$ cat config.mk
export PLATFORM = sky130hd
export DESIGN_NAME = led_driver
export DESIGN_NICKNAME = d
export VERILOG_FILES = /design/src/rtl/led_pkg.sv /design/src/rtl/led_tick_gen.sv /design/src/rtl/led_driver.sv
export SDC_FILE = /design/constraint.sdc
export NUM_CORES = 1
export LEC_CHECK = 0
export ABC_CLOCK_PERIOD_IN_PS = 2430
export CORE_MARGIN = 3
export CORE_UTILIZATION = 60
export CTS_BUF_LIST = sky130_fd_sc_hd__clkbuf_2
export CTS_CLUSTER_SIZE = 25
export DETAILED_ROUTE_END_ITERATION = 8
export PLACE_DENSITY_LB_ADDON = 0.12
export SYNTH_ARGS = -nofsm -noshare
export SYNTH_HDL_FRONTEND = slang
export SYNTH_SLANG_ARGS = --single-unit
$ cat constraint.sdc
create_clock -name clk -period 2.43 [get_ports clk]
set_clock_uncertainty 0.1 [all_clocks]
set_input_delay 0.729 -clock clk [delete_from_list [all_inputs] [get_ports clk]]
set_output_delay 0.729 -clock clk [all_outputs]
set_load 0.01 [all_outputs]
$ cat src/rtl/led_pkg.sv
// rtl/led_pkg.sv - shared mode encoding and counter-width helper for led_driver
// Purpose: mode constants used by the driver and its bench, plus a width
//          helper that keeps single-value counters at least one bit wide.
// Ports:   none (package)
package led_pkg;

  typedef enum logic [1:0] {
    MODE_STATIC = 2'd0,
    MODE_BLINK  = 2'd1,
    MODE_PWM    = 2'd2,
    MODE_CHASE  = 2'd3
  } led_mode_e;

  // Width of a counter spanning 0..range-1; a range of 1 still needs a bit.
  function automatic int cnt_w(input int range);
    return (range <= 1) ? 1 : $clog2(range);
  endfunction

endpackage

$ cat src/rtl/led_tick_gen.sv
// rtl/led_tick_gen.sv - prescaler producing a one-cycle step tick
// Purpose: counts clk cycles 0..TICK_DIV-1 and flags the last count.
// Ports:   clk  - system clock
//          rstn - asynchronous active-low reset
//          clr  - synchronous restart of the prescaler from 0
//          tick - one-cycle strobe while the count sits at TICK_DIV-1
module led_tick_gen
  import led_pkg::*;
#(
  parameter int TICK_DIV = 12000
) (
  input  logic clk,
  input  logic rstn,
  input  logic clr,
  output logic tick
);

  localparam int            W    = cnt_w(TICK_DIV);
  localparam logic [W-1:0]  LAST = W'(TICK_DIV - 1);

  logic [W-1:0] r_cnt;

  always_ff @(posedge clk or negedge rstn) begin
    if (!rstn) begin
      r_cnt <= '0;
    end else if (clr || (r_cnt == LAST)) begin
      r_cnt <= '0;
    end else begin
      r_cnt <= r_cnt + 1'b1;
    end
  end

  assign tick = (r_cnt == LAST);

endmodule

$ cat src/rtl/led_driver.sv
// rtl/led_driver.sv - N-channel LED driver: static, blink, PWM and chaser modes
// Purpose: registered LED outputs whose behaviour is chosen at run time.
// Ports:   clk     - system clock
//          rstn    - asynchronous active-low reset
//          mode    - 0 static, 1 blink, 2 pwm, 3 chase
//          pattern - LED enable mask applied in every mode
//          duty    - PWM on-count per 2^PWM_BITS cycles
//          led     - registered active-high LED drive
module led_driver
  import led_pkg::*;
#(
  parameter int N_LEDS      = 4,
  parameter int TICK_DIV    = 12000,
  parameter int BLINK_TICKS = 250,
  parameter int CHASE_TICKS = 100,
  parameter int PWM_BITS    = 8
) (
  input  logic                clk,
  input  logic                rstn,
  input  logic [1:0]          mode,
  input  logic [N_LEDS-1:0]   pattern,
  input  logic [PWM_BITS-1:0] duty,
  output logic [N_LEDS-1:0]   led
);

  localparam int               BW         = cnt_w(BLINK_TICKS);
  localparam int               CW         = cnt_w(CHASE_TICKS);
  localparam logic [BW-1:0]    BLINK_LAST = BW'(BLINK_TICKS - 1);
  localparam logic [CW-1:0]    CHASE_LAST = CW'(CHASE_TICKS - 1);
  localparam logic [N_LEDS-1:0] CHASE_INIT = N_LEDS'(1);

  led_mode_e           r_mode_q;
  logic [BW-1:0]       r_blink_cnt;
  logic                r_phase;
  logic [CW-1:0]       r_chase_cnt;
  logic [N_LEDS-1:0]   r_chase;
  logic [PWM_BITS-1:0] r_pwm_cnt;
  logic [N_LEDS-1:0]   r_led;

  logic                w_mode_chg;
  logic                w_tick;
  logic [N_LEDS-1:0]   w_chase_rot;
  logic [N_LEDS-1:0]   w_led_next;

  assign w_mode_chg = (mode != r_mode_q);

  // Rotate-left written with shifts so N_LEDS=1 degenerates to a no-op.
  assign w_chase_rot = (r_chase << 1) | (r_chase >> (N_LEDS - 1));

  led_tick_gen #(
    .TICK_DIV (TICK_DIV)
  ) u_tick_gen (
    .clk  (clk),
    .rstn (rstn),
    .clr  (w_mode_chg),
    .tick (w_tick)
  );

  always_ff @(posedge clk or negedge rstn) begin
    if (!rstn) begin
      r_mode_q <= MODE_STATIC;
      r_led    <= '0;
    end else begin
      r_mode_q <= led_mode_e'(mode);
      r_led    <= w_led_next;
    end
  end

  // Mode change takes priority over a coincident tick: everything restarts.
  always_ff @(posedge clk or negedge rstn) begin
    if (!rstn) begin
      r_blink_cnt <= '0;
      r_phase     <= 1'b0;
      r_chase_cnt <= '0;
      r_chase     <= CHASE_INIT;
      r_pwm_cnt   <= '0;
    end else if (w_mode_chg) begin
      r_blink_cnt <= '0;
      r_phase     <= 1'b0;
      r_chase_cnt <= '0;
      r_chase     <= CHASE_INIT;
      r_pwm_cnt   <= '0;
    end else begin
      r_pwm_cnt <= r_pwm_cnt + 1'b1;
      if (w_tick) begin
        if (r_blink_cnt == BLINK_LAST) begin
          r_blink_cnt <= '0;
          r_phase     <= ~r_phase;
        end else begin
          r_blink_cnt <= r_blink_cnt + 1'b1;
        end
        if (r_chase_cnt == CHASE_LAST) begin
          r_chase_cnt <= '0;
          r_chase     <= w_chase_rot;
        end else begin
          r_chase_cnt <= r_chase_cnt + 1'b1;
        end
      end
    end
  end

  always_comb begin
    w_led_next = '0;
    case (r_mode_q)
      MODE_STATIC: w_led_next = pattern;
      MODE_BLINK:  w_led_next = r_phase ? pattern : '0;
      MODE_PWM:    w_led_next = (r_pwm_cnt < duty) ? pattern : '0;
      MODE_CHASE:  w_led_next = r_chase & pattern;
      default:     w_led_next = '0;
    endcase
  end

  assign led = r_led;

endmodule

==> results of run 1 <==
## per-layer routing
layer | track usage, % | vias up | share of wire [%]
li1 | - | 984 | -
met1 | 26.7 | 938 | 47
met2 | 37.2 | 48 | 47
met3 | 3.69 | 8 | 4.3
met4 | 7.72 | 0 | 1.6
met5 | 0 | - | 0
## final timing paths
| check | to | start | cells after the start | slack (ns) |
|---|---|---|---|---|
| worst max-delay path | r_chase_cnt[0] | u_tick_gen.r_cnt[5] | 4 | 0.19 |
| worst min-delay path | r_pwm_cnt[3] | rstn | 2 | 0.21 |
| worst max register to register | r_chase_cnt[0] | u_tick_gen.r_cnt[5] | 4 | 0.19 |
| worst min register to register | u_tick_gen.r_cnt[0] | u_tick_gen.r_cnt[0] | 1 | 0.38 |
| max in group asynchronous | r_chase_cnt[3] | rstn | 2 | 1.59 |
| min in group clk | u_tick_gen.r_cnt[0] | u_tick_gen.r_cnt[0] | 1 | 0.38 |
## synthesized netlist by cell type
master     instances  share of area (%)
a2111o_1           1               0.45
a211o_1            1               0.35
a211oi_1           5                1.5
a21oi_1           19                3.8
a311oi_1           1               0.35
a31oi_1            4                1.0
a41oi_1            2               0.70
and2_1             2               0.50
and3_1             8                2.0
and3b_1            1               0.35
and4_1             1               0.35
buf_2              1               0.20
buf_6              1               0.45
clkbuf_1           9                1.4
dfrtp_1           47                 47
dfstp_2            1                1.1
ha_1              12                6.0
inv_1             11                1.7
mux2i_1            2               0.80
nand2_1           21                3.2
nand2b_1           2               0.50
nand3_1           18                3.6
nand3b_1           3               0.90
nand4_1            8                2.0
nor2_1            25                3.8
nor3_1             3               0.60
nor3b_1            1               0.30
nor4_1             3               0.75
nor4b_1            1               0.35
o2111a_1           1               0.45
o2111ai_1          1               0.35
o211a_1            1               0.40
o211ai_1           3               0.90
o21a_1             5                1.5
o21ai_0           10                2.0
or2_0              1               0.25
or3_1              6                1.5
or4_4              1               0.45
xnor2_1            7                2.5
xor2_1            11                3.9
## worst max-delay path, delay by kind of cell (launching register included)
| kind | cells | cell delay [ns] |
|---|---|---|
| compound gates | 1 | 0.16 |
| simple gates | 3 | 1.46 |
| flops | 1 | 0.48 |
## sequential cells by signal (all words and copies together), names as in the netlist
register and flops:
led 4, r_chase 4, u_tick_gen.r_cnt 14, r_chase_cnt 7
r_mode_q 2, r_phase 1, r_pwm_cnt 8, r_blink_cnt 8
## cell families after synthesis
group	Yosys count
fa+ha+maj	12
mux	2
flops	48
buf+inv	22
simple gates	105
xor+xnor	18
compound gates	54
## final cells by class
cell class              instances  area share [%]
clock buffers                   7            1.25
clock inverters                 1           0.178
inverters                      11            1.47
multi-input cells             191            43.1
flip-flops and latches         48            42.8
well taps                      48            2.14
repair buffers                 28            9.00
## where the power goes
part / switching (mW) / total, mW / internal [mW]
Combinational: 0.0701 / 0.133 / 0.0627
Sequential: 0.0119 / 0.824 / 0.813
Clock: 0.256 / 0.335 / 0.0783
Total: 0.338 / 1.29 / 0.954
==> impl_metrics.json, run 1 <==
{
  "finalCritPeriodShare_pct": 92.3,
  "worstPathMaxFanout": 14,
  "diodes": 0,
  "layout_common_cells": "dfrtp_1 (47), nor2_1 (25), nand2_1 (21), a21oi_1 (19)",
  "syn_area_um2": 2500,
  "cts_hold_buf": 0,
  "hold_path.class": "in2async",
  "die_h_um": 70.5,
  "grt_pass1_vias": 1978,
  "drive_above_1_share_pct": 7.34,
  "die_x_um": 70.5,
  "grt_pass1_wl_um": 8580,
  "yosys.area_share.xor_xnor_pct": 6.31,
  "cts_resized": 0,
  "cts_tree": "done",
  "initial_core_util_pct": 65.3,
  "yosys_warnings": 0,
  "preCtsSetupSlack_ns": -0.112,
  "utilization_pct": 73.4,
  "overflow": 0,
  "slew-limit-headroom_pct": 61.0,
  "worstPathArrival_ns": 2.51,
  "routedWlPerCell_um": 14.6,
  "syn2layout_area_growth_pct": 12.4,
  "cp_cell_sequence": "or3_1 -> or4_4 -> or3_1 -> a21oi_1",
  "grtUsageTotal_pct": 21.3,
  "p_total_mw": 1.29,
  "wl_um": 4880,
  "slew_violations": 0,
  "end_kind": "register",
  "yosys.area_share.simple_pct": 21.3,
  "drt_iter0_drc": 113,
  "final_area_um2": 2810,
  "setup_violations": 0,
  "critPathKind": "reg2reg",
  "synth_compound_area_share_pct": 13.8,
  "period_minus_slack_ns": 2.24,
  "ant_nets": 0,
  "slowest_delay_ns": 0.65,
  "drc": 0,
  "ir_drop_uv": 289,
  "synth_nets": 289,
  "row_count": 22,
  "cp-start-kind": "register",
  "p_leak_nw": 1.25,
  "post_cts_buffers": 0,
  "tns_ns": 0,
  "gp_congestion": 0.801,
  "hold_viol": 0,
  "outcome": "complete, no violations",
  "viasPerCell": 5.92,
  "ys_seq_area_share_pct": 48.1,
  "tightest_slew_ns": 0.585,
  "slowest_stage": "or4_4",
  "critical_path.most_common_cell": "or3_1",
  "syn_avg_cell_area_um2": 9.57,
  "register_area_um2": 1200,
  "dp.cells": 326,
  "multi_input_area_um2": 1210,
  "cts_made_buffers": 5,
  "cts_max_level": 2,
  "die-area_um2": 4970,
  "rsz0062_at_grt": "no",
  "synthMuxAreaShare_pct": 0.801,
  "hold_ws_ns": 0.209,
  "place_area_um2": 2770,
  "drv_cap": 0,
  "ys_ff_latch": 48,
  "clockBufferDepth": 2,
  "path_clk_slew_ns": 0.25,
  "grt_max_degree": 49,
  "cts_root_buffer": "clkbuf_2",
  "nNetsFinal": 313,
  "fill_cells": 286,
  "core_area_um2": 3830,
  "crit_required_ns": 2.70,
  "pin_count": 20,
  "synthAdderAreaFrac_pct": 6.01,
  "port_buffers": 19,
  "synth_cell_types": 40,
  "detailed_place_hpwl_um": 3410,
  "max_freq_mhz": 446,
  "antenna_found_initial": 0,
  "final_common_cell": "dfrtp_1",
  "clk-insertion-delay-late_ns": 0.46,
  "cts_sinks": 48,
  "vias": 1978,
  "first_pass_iters": 4,
  "layout_setup_ws_ns": 0.187,
  "power.density_nw_per_um2": 460,
  "synth_top_family_by_area": "simple AND/OR/NAND/NOR gates",
  "synth_cells": 261,
  "layout.cells.non_filler": 334
}
Power figures use the tool's default switching activity.
==> run 2, diff against run 1 <==
CELL_PAD_IN_SITES_DETAIL_PLACEMENT = 1   (was default)
CELL_PAD_IN_SITES_GLOBAL_PLACEMENT = 1   (was default)
CORE_UTILIZATION = 47   (was 60)
==> run 2 against run 1 <==
Compared with the run above:
- fmax shrank 1.5%
- sequential share of layout area shrank 1.0 points
- non-clock buffer count grew 2
- first-iteration DRC count grew 15%
- setup slack lost 0.035 ns
==> impl_metrics.json, run 2 (synthesis gave the netlist of run 1 again) <==
{
  "period_minus_slack_ns": 2.28,
  "r2r_cells": 4,
  "ant_nets": 0,
  "tightest_slew_ns": 0.498,
  "die-area_um2": 6230,
  "post_cts_buffers": 0,
  "largest_reg_flops": 14,
  "grtUsageTotal_pct": 20.6,
  "registers.top_by_ff_count": "u_tick_gen.r_cnt",
  "cts_resized": 0,
  "viasPerCell": 5.74,
  "syn2layout_area_growth_pct": 15.1,
  "cts_tree": "done",
  "cp-start-kind": "register",
  "antenna_found_initial": 0,
  "nNetsFinal": 315,
  "tns_ns": 0,
  "die_h_um": 78.9,
  "routedWlPerCell_um": 16.1,
  "ir_drop_uv": 232,
  "path_clk_slew_ns": 0.26,
  "r2r_slack_ns": 0.15,
  "detailed_place_hpwl_um": 4260,
  "cp_cell_sequence": "or3_1 -> or4_4 -> a211oi_1 -> mux2i_1",
  "grt_pass1_vias": 2250,
  "crit_required_ns": 2.72,
  "gp_congestion": 0.785,
  "max_freq_mhz": 439,
  "top_layer": "met4",
  "die_x_um": 78.9,
  "cts_sinks": 48,
  "row_count": 25,
  "wl_met3_um": 167,
  "initial_core_util_pct": 50.6,
  "utilization_pct": 58.2,
  "reg2reg_to": "r_chase_cnt[6]",
  "slowest_stage": "or4_4",
  "cts_max_level": 2,
  "vias": 2036,
  "wl_um": 5710,
  "rsz0062_at_grt": "no",
  "first_pass_iters": 4,
  "drc": 0,
  "end_kind": "register",
  "critPathKind": "reg2reg",
  "outcome": "complete, no violations",
  "slew_violations": 0,
  "hold_path.class": "in2async",
  "overflow": 0,
  "slowest_delay_ns": 0.67,
  "layout_common_cells": "dfrtp_1 (47), nor2_1 (25), nand2_1 (21), a21oi_1 (19)",
  "drive_above_1_share_pct": 7.64,
  "pin_count": 20,
  "clk-insertion-delay-late_ns": 0.45,
  "clockBufferDepth": 2,
  "cts_made_buffers": 5,
  "cts_root_buffer": "clkbuf_2",
  "slew-limit-headroom_pct": 66.7,
  "largestRegisters": "u_tick_gen.r_cnt: 14 flops, r_blink_cnt: 8 flops, r_pwm_cnt: 8 flops",
  "port_buffers": 19,
  "rr_startpoint": "u_tick_gen.r_cnt[5]",
  "cts_hold_buf": 0,
  "met2_length_um": 2910,
  "setup_violations": 0,
  "hold_viol": 0,
  "final_common_cell": "dfrtp_1",
  "grt_pass1_wl_um": 10200,
  "drt_iter0_drc": 130,
  "diodes": 0,
  "grt_max_degree": 31,
  "finalCritPeriodShare_pct": 93.7,
  "hold_ws_ns": 0.0714,
  "worstPathArrival_ns": 2.57,
  "wl_met1_um": 2560,
  "drv_cap": 0,
  "core_area_um2": 4940,
  "worstPathMaxFanout": 16,
  "p_leak_nw": 1.26,
  "power.density_nw_per_um2": 452
}
==> run 2: where the power goes <==
part	internal, mW	leakage (nW)	switching [mW]
Clock	0.0663	0.0226	0.264
Sequential	0.813	0.656	0.0122
Combinational	0.0696	0.580	0.0752
==> run 2: metrics by stage <==
step           worst slack [ns]  instance area, um2  cells  power, mW
6_report                  0.152                2880    355       1.30
5_1_grt                  0.0977                2880    355       1.37
4_1_cts                   0.174                2880    355       1.32
3_5_place_dp             -0.111                2830    347      0.986
3_3_place_gp            -0.0439                2830    347      0.981
2_1_floorplan             0.327                2500    261      0.894
==> run 2: per-layer routing <==
metal	track usage, %	vias up
li1	-	984
met1	24.5	1020
met2	37.0	25
met3	4.08	7
met4	7.04	0
met5	0	-
==> run 2: worst max-delay path: cells and delay by family (launching register included) <==
kind | cells | cell delay [ns]
flip-flops | 1 | 0.45
AND/OR/NAND/NOR | 2 | 1.09
multiplexers | 1 | 0.22
AO/OA/AOI/OAI | 1 | 0.37
==> run 2: layout make-up <==
cell class	count	area, um2
inverter	11	41.3
multi-input combinational	191	1210
sequential	48	1200
fill	599	2070
clock buffer	5	25.0
timing repair buffer	30	293
clock inverter	3	18.8
tap	67	83.8
==> run 2: worst max-delay path by stage <==
stage | from | cells past startpoint | slack [ns] | to
after floorplan | u_tick_gen.r_cnt[5] | 5 | 0.33 | r_chase_cnt[6]
after global placement | duty[1] | 7 | -0.04 | led[0]
after detailed placement | duty[1] | 7 | -0.11 | led[1]
after CTS | u_tick_gen.r_cnt[5] | 4 | 0.17 | r_chase_cnt[6]
after global routing | u_tick_gen.r_cnt[5] | 4 | 0.1 | r_chase_cnt[6]
final | u_tick_gen.r_cnt[5] | 4 | 0.15 | r_chase_cnt[6]
